--- config.mk ---
export PLATFORM = sky130hd
export DESIGN_NAME = hpsmem_fifo_reader_flat
export DESIGN_NICKNAME = d
export VERILOG_FILES = /design/src/rtl/hpsmem_fifo_reader_if.sv /design/src/rtl/hpsmem_fifo_reader.sv /design/src/flat_wrapper.sv
export SDC_FILE = /design/constraint.sdc
export NUM_CORES = 1
export LEC_CHECK = 0
export ABC_AREA = 1
export CORE_MARGIN = 8
export CORE_UTILIZATION = 45
export CTS_BUF_LIST = sky130_fd_sc_hd__clkbuf_2 sky130_fd_sc_hd__clkbuf_4 sky130_fd_sc_hd__clkbuf_8
export DETAILED_ROUTE_END_ITERATION = 10
export PLACE_DENSITY = 0.79
export REMOVE_ABC_BUFFERS = 1
export SLEW_MARGIN = 20
export SYNTH_ARGS = -nofsm -noshare
export SYNTH_HDL_FRONTEND = slang
export SYNTH_SLANG_ARGS = --single-unit
--- constraint.sdc ---
create_clock -name clk -period 1.8 [get_ports clk]
set_clock_uncertainty 0.1 [all_clocks]
set_input_delay 0.45 -clock clk [delete_from_list [all_inputs] [get_ports clk]]
set_output_delay 0.45 -clock clk [all_outputs]
set_load 0.03 [all_outputs]
--- src/rtl/hpsmem_fifo_reader_if.sv ---
// hpsmem_fifo_reader_if
//   Bundles the two data-path ports of the FIFO drain engine:
//     - FIFO read port   : fifo_empty, fifo_rd_en, fifo_data (data valid the
//                          cycle after fifo_rd_en)
//     - Avalon-MM master : avm_address, avm_write, avm_writedata,
//                          avm_byteenable, avm_waitrequest
//   master modport : the drain engine side
//   slave modport  : the FIFO / SDRAM bridge side
interface hpsmem_fifo_reader_if #(
    parameter int ADDR_W = 32
) ();
    logic              fifo_empty;
    logic              fifo_rd_en;
    logic [15:0]       fifo_data;
    logic [ADDR_W-1:0] avm_address;
    logic              avm_write;
    logic [31:0]       avm_writedata;
    logic [3:0]        avm_byteenable;
    logic              avm_waitrequest;

    modport master (
        input  fifo_empty,
        input  fifo_data,
        input  avm_waitrequest,
        output fifo_rd_en,
        output avm_address,
        output avm_write,
        output avm_writedata,
        output avm_byteenable
    );

    modport slave (
        output fifo_empty,
        output fifo_data,
        output avm_waitrequest,
        input  fifo_rd_en,
        input  avm_address,
        input  avm_write,
        input  avm_writedata,
        input  avm_byteenable
    );
endinterface

--- src/rtl/hpsmem_fifo_reader.sv ---
// hpsmem_fifo_reader
//   Drains a programmed number of 16-bit words from the HPS-memory staging
//   FIFO, packs pairs little-endian into 32-bit words and writes them to HPS
//   SDRAM as single Avalon-MM writes at incrementing word addresses.
//
//   Ports:
//     clk, reset     : single clock, synchronous active-high reset
//     start          : job command, sampled only in IDLE
//     base_addr      : first byte address (bits [1:0] forced to 0)
//     num_words      : number of 16-bit FIFO words to move
//     busy           : high whenever not IDLE
//     done           : one-cycle completion pulse
//     words_written  : 16-bit words accepted by the bus for current/last job
//     bus            : FIFO read port + Avalon-MM write master
//
//   state | meaning
//   ------+------------------------------------------------------------
//   IDLE  | waiting for start
//   RD    | issue one FIFO read as soon as the FIFO is non-empty
//   CAP   | capture read data into low/high half of the write register
//   WR    | hold the Avalon write until waitrequest is low
//   FIN   | one-cycle done pulse
module hpsmem_fifo_reader #(
    parameter int ADDR_W = 32,
    parameter int LEN_W  = 16
) (
    input  logic                  clk,
    input  logic                  reset,
    input  logic                  start,
    input  logic [ADDR_W-1:0]     base_addr,
    input  logic [LEN_W-1:0]      num_words,
    output logic                  busy,
    output logic                  done,
    output logic [LEN_W-1:0]      words_written,
    hpsmem_fifo_reader_if.master  bus
);

    typedef enum logic [2:0] {
        S_IDLE,
        S_RD,
        S_CAP,
        S_WR,
        S_FIN
    } state_t;

    state_t            state_q, state_d;
    logic [ADDR_W-1:0] addr_q, addr_d;
    logic [LEN_W-1:0]  remaining_q, remaining_d;
    logic              half_q, half_d;
    logic [31:0]       wdata_q, wdata_d;
    logic [3:0]        be_q, be_d;
    logic [LEN_W-1:0]  ww_q, ww_d;
    logic [LEN_W-1:0]  remaining_dec;
    logic              rd_en;

    always_ff @(posedge clk) begin
        if (reset) begin
            state_q     <= S_IDLE;
            addr_q      <= '0;
            remaining_q <= '0;
            half_q      <= 1'b0;
            wdata_q     <= '0;
            be_q        <= '0;
            ww_q        <= '0;
        end else begin
            state_q     <= state_d;
            addr_q      <= addr_d;
            remaining_q <= remaining_d;
            half_q      <= half_d;
            wdata_q     <= wdata_d;
            be_q        <= be_d;
            ww_q        <= ww_d;
        end
    end

    // Saturating decrement: remaining never goes below zero.
    always_comb begin
        remaining_dec = remaining_q;
        if (remaining_q != '0) begin
            remaining_dec = remaining_q - LEN_W'(1);
        end
    end

    always_comb begin
        state_d     = state_q;
        addr_d      = addr_q;
        remaining_d = remaining_q;
        half_d      = half_q;
        wdata_d     = wdata_q;
        be_d        = be_q;
        ww_d        = ww_q;
        rd_en       = 1'b0;

        case (state_q)
            S_IDLE: begin
                if (start) begin
                    ww_d = '0;
                    if (num_words != '0) begin
                        addr_d      = base_addr & ~ADDR_W'(3);
                        remaining_d = num_words;
                        half_d      = 1'b0;
                        state_d     = S_RD;
                    end else begin
                        state_d = S_FIN;
                    end
                end
            end

            S_RD: begin
                if (!bus.fifo_empty) begin
                    rd_en   = 1'b1;
                    state_d = S_CAP;
                end
            end

            S_CAP: begin
                remaining_d = remaining_dec;
                // Low-half capture also clears the upper lanes so a trailing
                // odd word goes out with writedata[31:16] = 0.
                if (!half_q) begin
                    wdata_d = {16'h0000, bus.fifo_data};
                end else begin
                    wdata_d = {bus.fifo_data, wdata_q[15:0]};
                end
                if (!half_q && (remaining_dec != '0)) begin
                    half_d  = 1'b1;
                    state_d = S_RD;
                end else begin
                    be_d    = half_q ? 4'b1111 : 4'b0011;
                    state_d = S_WR;
                end
            end

            S_WR: begin
                if (!bus.avm_waitrequest) begin
                    addr_d = addr_q + ADDR_W'(4);
                    ww_d   = ww_q + ((be_q == 4'b1111) ? LEN_W'(2) : LEN_W'(1));
                    if (remaining_q == '0) begin
                        state_d = S_FIN;
                    end else begin
                        half_d  = 1'b0;
                        state_d = S_RD;
                    end
                end
            end

            S_FIN: begin
                state_d = S_IDLE;
            end

            default: begin
                state_d = S_IDLE;
            end
        endcase
    end

    assign busy               = (state_q != S_IDLE);
    assign done               = (state_q == S_FIN);
    assign words_written      = ww_q;
    assign bus.fifo_rd_en     = rd_en;
    assign bus.avm_write      = (state_q == S_WR);
    assign bus.avm_address    = addr_q;
    assign bus.avm_writedata  = wdata_q;
    assign bus.avm_byteenable = be_q;

endmodule

--- src/flat_wrapper.sv ---
// flat-port wrapper written by rule: the top's interface ports become plain ports
module hpsmem_fifo_reader_flat 
#(
    parameter int ADDR_W = 32,
    parameter int LEN_W  = 16
)
  (clk, reset, start, base_addr, num_words, busy, done, words_written, bus_fifo_empty, bus_fifo_data, bus_avm_waitrequest, bus_fifo_rd_en, bus_avm_address, bus_avm_write, bus_avm_writedata, bus_avm_byteenable);
  hpsmem_fifo_reader_if #(.ADDR_W(ADDR_W)) bus_i ();
  input  logic clk;
  input  logic reset;
  input  logic start;
  input  logic [ADDR_W-1:0] base_addr;
  input  logic [LEN_W-1:0] num_words;
  output logic busy;
  output logic done;
  output logic [LEN_W-1:0] words_written;
  input wire logic [$bits(bus_i.fifo_empty)-1:0] bus_fifo_empty;
  input wire logic [$bits(bus_i.fifo_data)-1:0] bus_fifo_data;
  input wire logic [$bits(bus_i.avm_waitrequest)-1:0] bus_avm_waitrequest;
  output wire logic [$bits(bus_i.fifo_rd_en)-1:0] bus_fifo_rd_en;
  output wire logic [$bits(bus_i.avm_address)-1:0] bus_avm_address;
  output wire logic [$bits(bus_i.avm_write)-1:0] bus_avm_write;
  output wire logic [$bits(bus_i.avm_writedata)-1:0] bus_avm_writedata;
  output wire logic [$bits(bus_i.avm_byteenable)-1:0] bus_avm_byteenable;
  assign bus_i.fifo_empty = bus_fifo_empty;
  assign bus_i.fifo_data = bus_fifo_data;
  assign bus_i.avm_waitrequest = bus_avm_waitrequest;
  assign bus_fifo_rd_en = bus_i.fifo_rd_en;
  assign bus_avm_address = bus_i.avm_address;
  assign bus_avm_write = bus_i.avm_write;
  assign bus_avm_writedata = bus_i.avm_writedata;
  assign bus_avm_byteenable = bus_i.avm_byteenable;
  hpsmem_fifo_reader #(.ADDR_W(ADDR_W), .LEN_W(LEN_W)) u_core (.clk(clk), .reset(reset), .start(start), .base_addr(base_addr), .num_words(num_words), .busy(busy), .done(done), .words_written(words_written), .bus(bus_i));
endmodule
==> flow_metrics.env <==
export IMPL_status="finished with violations"
export IMPL_violated_checks="negative setup slack"
export IMPL_synthToLayoutAreaGrowth_pct=86.65
export IMPL_viasPerCell=6.114
export IMPL_timing_fmax_ghz=0.4437
export IMPL_yosysTopAreaCellShare=0.3658
export IMPL_placementRows=40
export IMPL_fill_cells=609
export IMPL_path_common_cell="sky130_fd_sc_hd__nand2_2"
export IMPL_clock_tree_root_cell="sky130_fd_sc_hd__clkbuf_8"
export IMPL_drv_max_cap_violation_count=0
export IMPL_port_buffer_count=152
export IMPL_fp_coreArea_um2=11960
export IMPL_final_cells=1323
export IMPL_final_cell_area_um2=10210
export IMPL_placedInstanceArea_um2=8125
export IMPL_cts_buffer_depth=2
export IMPL_cts_sink_count=100
export IMPL_final_period_utilization=1.252
export IMPL_hpwl_um=13210
export IMPL_global_route_usage_total=0.2803
export IMPL_timing_reg2reg_worst_path_depth=16
export IMPL_netlist_top_cells_area="sky130_fd_sc_hd__dfxtp_1, sky130_fd_sc_hd__nand2_1, sky130_fd_sc_hd__nor2_1"
export IMPL_timing_critical_path_depth=16
export IMPL_worst_setup_path_end_kind="flop"
export IMPL_total_nets_final=1244
export IMPL_netlist_top_cells_count="sky130_fd_sc_hd__nand2_1, sky130_fd_sc_hd__nor2_1, sky130_fd_sc_hd__dfxtp_1, sky130_fd_sc_hd__inv_1, sky130_fd_sc_hd__a21oi_1"
export IMPL_ant_nets=0
export IMPL_ratio_of_cells_with_drive_above_1_in_the_final_layout=0.4400
export IMPL_synth_flop_cell="sky130_fd_sc_hd__dfxtp_1"
export IMPL_drtPass1Iterations=6
export IMPL_crit_path_top_delay_cell="sky130_fd_sc_hd__dfxtp_4"
export IMPL_crit_path_max_incr_delay_ns=0.39
export IMPL_drc_errors=0
export IMPL_detail_route_wirelength_um=29230
export IMPL_postSynthRegisterBits=100
export IMPL_yosysSeqAreaShare=0.3658
export IMPL_die_height_um=126.3
export IMPL_timing_critical_path_buf_inv=1
export IMPL_fin_worst_hold_slack_ns=0.4065
export IMPL_global_route_overflow_total=0
export IMPL_worst_path_dominant_cell_family="simple AND/OR/NAND/NOR gates"
export IMPL_die_area_um2=15950
export IMPL_synth_area_per_cell_um2=6.586
export IMPL_synth_top_cell_by_area="sky130_fd_sc_hd__dfxtp_1"
export IMPL_place_worst_setup_slack_ns=-0.8050
export IMPL_whs_path_depth=4
export IMPL_design_portCount=157
export IMPL_start_kind="flop"
export IMPL_skew_pair_late_insertion_delay_ns=0.43
export IMPL_detailedRoute_firstIterationViolations=963
export IMPL_gp_routability_congestion=0.8885
export IMPL_lkg_pwr_nw=4.694
export IMPL_htree_levels=3
export IMPL_yosysWarningCount=0
export IMPL_hold_viol_final=0
export IMPL_clk_pin_slew_worst_paths_ns=0.14
export IMPL_setup_viol=94
export IMPL_die_w_um=126.3
export IMPL_floorplan_initialDensity=0.4575
export IMPL_hold_path_class="in -> reg"
export IMPL_drv_slew=0
export IMPL_worstPathRequired_ns=2.04
export IMPL_grt_pass1_vias=7261
export IMPL_rsz0062_at_grt="yes"
export IMPL_synthCells=831
export IMPL_pwr_density_nw_per_um2=1098
export IMPL_dr_total_vias=8089
export IMPL_synth_most_common_cell="sky130_fd_sc_hd__nand2_1"
export IMPL_antenna_violations_before_repair=1
export IMPL_timing_critical_path_fanout_max=6
export IMPL_post_synth_num_cell_types=45
export IMPL_critPathKind="reg -> reg"
export IMPL_synth_edf_count=0
export IMPL_synthesis_area_um2=5473
export IMPL_final_critical_path_setup_slack_ns=-0.4536
export IMPL_post_place_cells=1238
export IMPL_avgRoutedWirePerCell_um=22.09
export IMPL_global_route_wire_length_before_repair_um=36390
export IMPL_largest_net_degree_at_the_start_of_global_routing=49
export IMPL_cp_arrival_ns=2.49
export IMPL_path_cells="nor2_2 -> nand2_2 -> nor2_4 -> buf_6 -> nand2_1 -> nand2_1 -> nand2_2 -> nand2_2 -> nand2_2 -> nor2_4 -> nand3_2 -> nand2_2 -> nand2_2 -> nand2_1 -> nand2_1 -> a21oi_2"
export IMPL_cts_tree="done"
export IMPL_min_period_ns=2.254
export IMPL_numCtsBuffers=9
export IMPL_synth_async_sr_flop_share=0
export IMPL_irDropWorstVdd_v=0.0006354
export IMPL_totalNegativeSetupSlack_ns=-14.17
[metrics by stage]
step,util,total power [mW]
finish,0.8540,11.21
detailed placement,0.6793,6.883
floorplan,-,4.787
global placement,0.6793,6.807
CTS,0.7786,9.510
global route,0.8540,11.55
[timing repair]
| action | 4_1_cts | 5_1_grt |
|---|---|---|
| setup endpoints to repair | 168 | 116 |
| endpoints found under the hold margin | 0 | 0 |
| gates resized for setup | 330 | 273 |
| gates cloned | 8 | 3 |
| hold buffers | 0 | 0 |
| pin swaps | 62 | 86 |
| buffers inserted | 34 | 31 |
[cells by family after synthesis]
kind of cell | after synthesis | share of synthesized area
XOR/XNOR | 9 | 0.01440
flip-flops | 100 | 0.3658
other | 1 | 0.0006852
buffers and inverters | 121 | 0.09053
AO/OA/AOI/OAI | 184 | 0.1927
adder cells (fa/ha/maj) | 5 | 0.01280
AND/OR/NAND/NOR | 411 | 0.3230
[report_power, final]
part / switching (mW) / internal [mW] / leakage, nW / total, mW
Combinational: 3.74 / 2.87 / 3.75 / 6.62
Clock: 1.02 / 0.695 / 0.113 / 1.72
Sequential: 0.344 / 2.53 / 0.827 / 2.88
[registers in the layout, summed over array words and instances, names as in the netlist]
signal,cells
u_core.remaining_q,16
u_core.bus.avm_byteenable,2
u_core.words_written,16
u_core.bus.avm_writedata,32
u_core.state_q,3
u_core.half_q,1
u_core.bus.avm_address,30
[final cells by class]
| cell class | count | area, um^2 | share of cell area |
|---|---|---|---|
| Timing Repair Buffer | 362 | 3358 | 0.3288 |
| Clock buffer | 9 | 123.9 | 0.01213 |
| Antenna cell | 1 | 2.502 | 0.0002450 |
| Tap cell | 147 | 183.9 | 0.01801 |
| Clock inverter | 7 | 102.6 | 0.01004 |
| Sequential cell | 100 | 2049 | 0.2006 |
| Inverter | 82 | 364.1 | 0.03564 |
| Timing Repair inverter | 3 | 28.78 | 0.002817 |
| Multi-Input combinational cell | 612 | 4001 | 0.3917 |
[worst register-to-register path, stage by stage, from the launching register on]
cell	delay (ns)
sky130_fd_sc_hd__dfxtp_4	0.39
sky130_fd_sc_hd__nor2_2	0.19
sky130_fd_sc_hd__nand2_2	0.12
sky130_fd_sc_hd__nor2_4	0.11
sky130_fd_sc_hd__buf_6	0.13
sky130_fd_sc_hd__nand2_1	0.06
sky130_fd_sc_hd__nand2_1	0.09
sky130_fd_sc_hd__nand2_2	0.11
sky130_fd_sc_hd__nand2_2	0.15
sky130_fd_sc_hd__nand2_2	0.08
sky130_fd_sc_hd__nor2_4	0.15
sky130_fd_sc_hd__nand3_2	0.10
sky130_fd_sc_hd__nand2_2	0.07
sky130_fd_sc_hd__nand2_2	0.07
sky130_fd_sc_hd__nand2_1	0.07
sky130_fd_sc_hd__nand2_1	0.06
sky130_fd_sc_hd__a21oi_2	0.12
[routing by layer]
metal	GRT usage	wire length, um	up-vias	share of wire
met4	0.1423	2153	0	0.074
met2	0.4932	13700	697	0.47
li1	-	-	3433	-
met3	0.07300	3060	230	0.10
met5	0	0	-	0
met1	0.3054	10310	3729	0.35
[cell usage in the layout (no fill, tap or decap), types with 6 or more instances in the layout]
cell type,count
sky130_fd_sc_hd__a21oi_1,40
sky130_fd_sc_hd__a21oi_2,22
sky130_fd_sc_hd__a221oi_2,8
sky130_fd_sc_hd__a22oi_1,16
sky130_fd_sc_hd__buf_12,11
sky130_fd_sc_hd__buf_2,7
sky130_fd_sc_hd__buf_4,150
sky130_fd_sc_hd__buf_6,46
sky130_fd_sc_hd__clkbuf_2,16
sky130_fd_sc_hd__clkbuf_8,9
sky130_fd_sc_hd__clkdlybuf4s15_1,6
sky130_fd_sc_hd__clkdlybuf4s15_2,15
sky130_fd_sc_hd__clkdlybuf4s50_1,50
sky130_fd_sc_hd__dfxtp_1,80
sky130_fd_sc_hd__dfxtp_2,11
sky130_fd_sc_hd__dfxtp_4,9
sky130_fd_sc_hd__dlygate4sd2_1,51
sky130_fd_sc_hd__inv_1,58
sky130_fd_sc_hd__inv_2,12
sky130_fd_sc_hd__inv_4,11
sky130_fd_sc_hd__nand2_1,126
sky130_fd_sc_hd__nand2_2,40
sky130_fd_sc_hd__nand2_4,17
sky130_fd_sc_hd__nand3_1,32
sky130_fd_sc_hd__nand3_2,7
sky130_fd_sc_hd__nand4_1,11
sky130_fd_sc_hd__nor2_1,104
sky130_fd_sc_hd__nor2_2,18
sky130_fd_sc_hd__nor2_4,26
sky130_fd_sc_hd__nor3_2,7
sky130_fd_sc_hd__o21ai_0,32
sky130_fd_sc_hd__o21ai_1,16
sky130_fd_sc_hd__o21ai_2,19
sky130_fd_sc_hd__xor2_1,7
[worst paths after layout]
path	slack, ns	startpoint	end
min reg2reg	0.41	u_core.words_written[10]	u_core.words_written[10]
max reg2reg	-0.45	u_core.remaining_q[3]	u_core.state_q[1]
min	0.41	num_words[4]	u_core.remaining_q[4]
max	-0.45	u_core.remaining_q[3]	u_core.state_q[1]
Power figures use the tool's default switching activity.
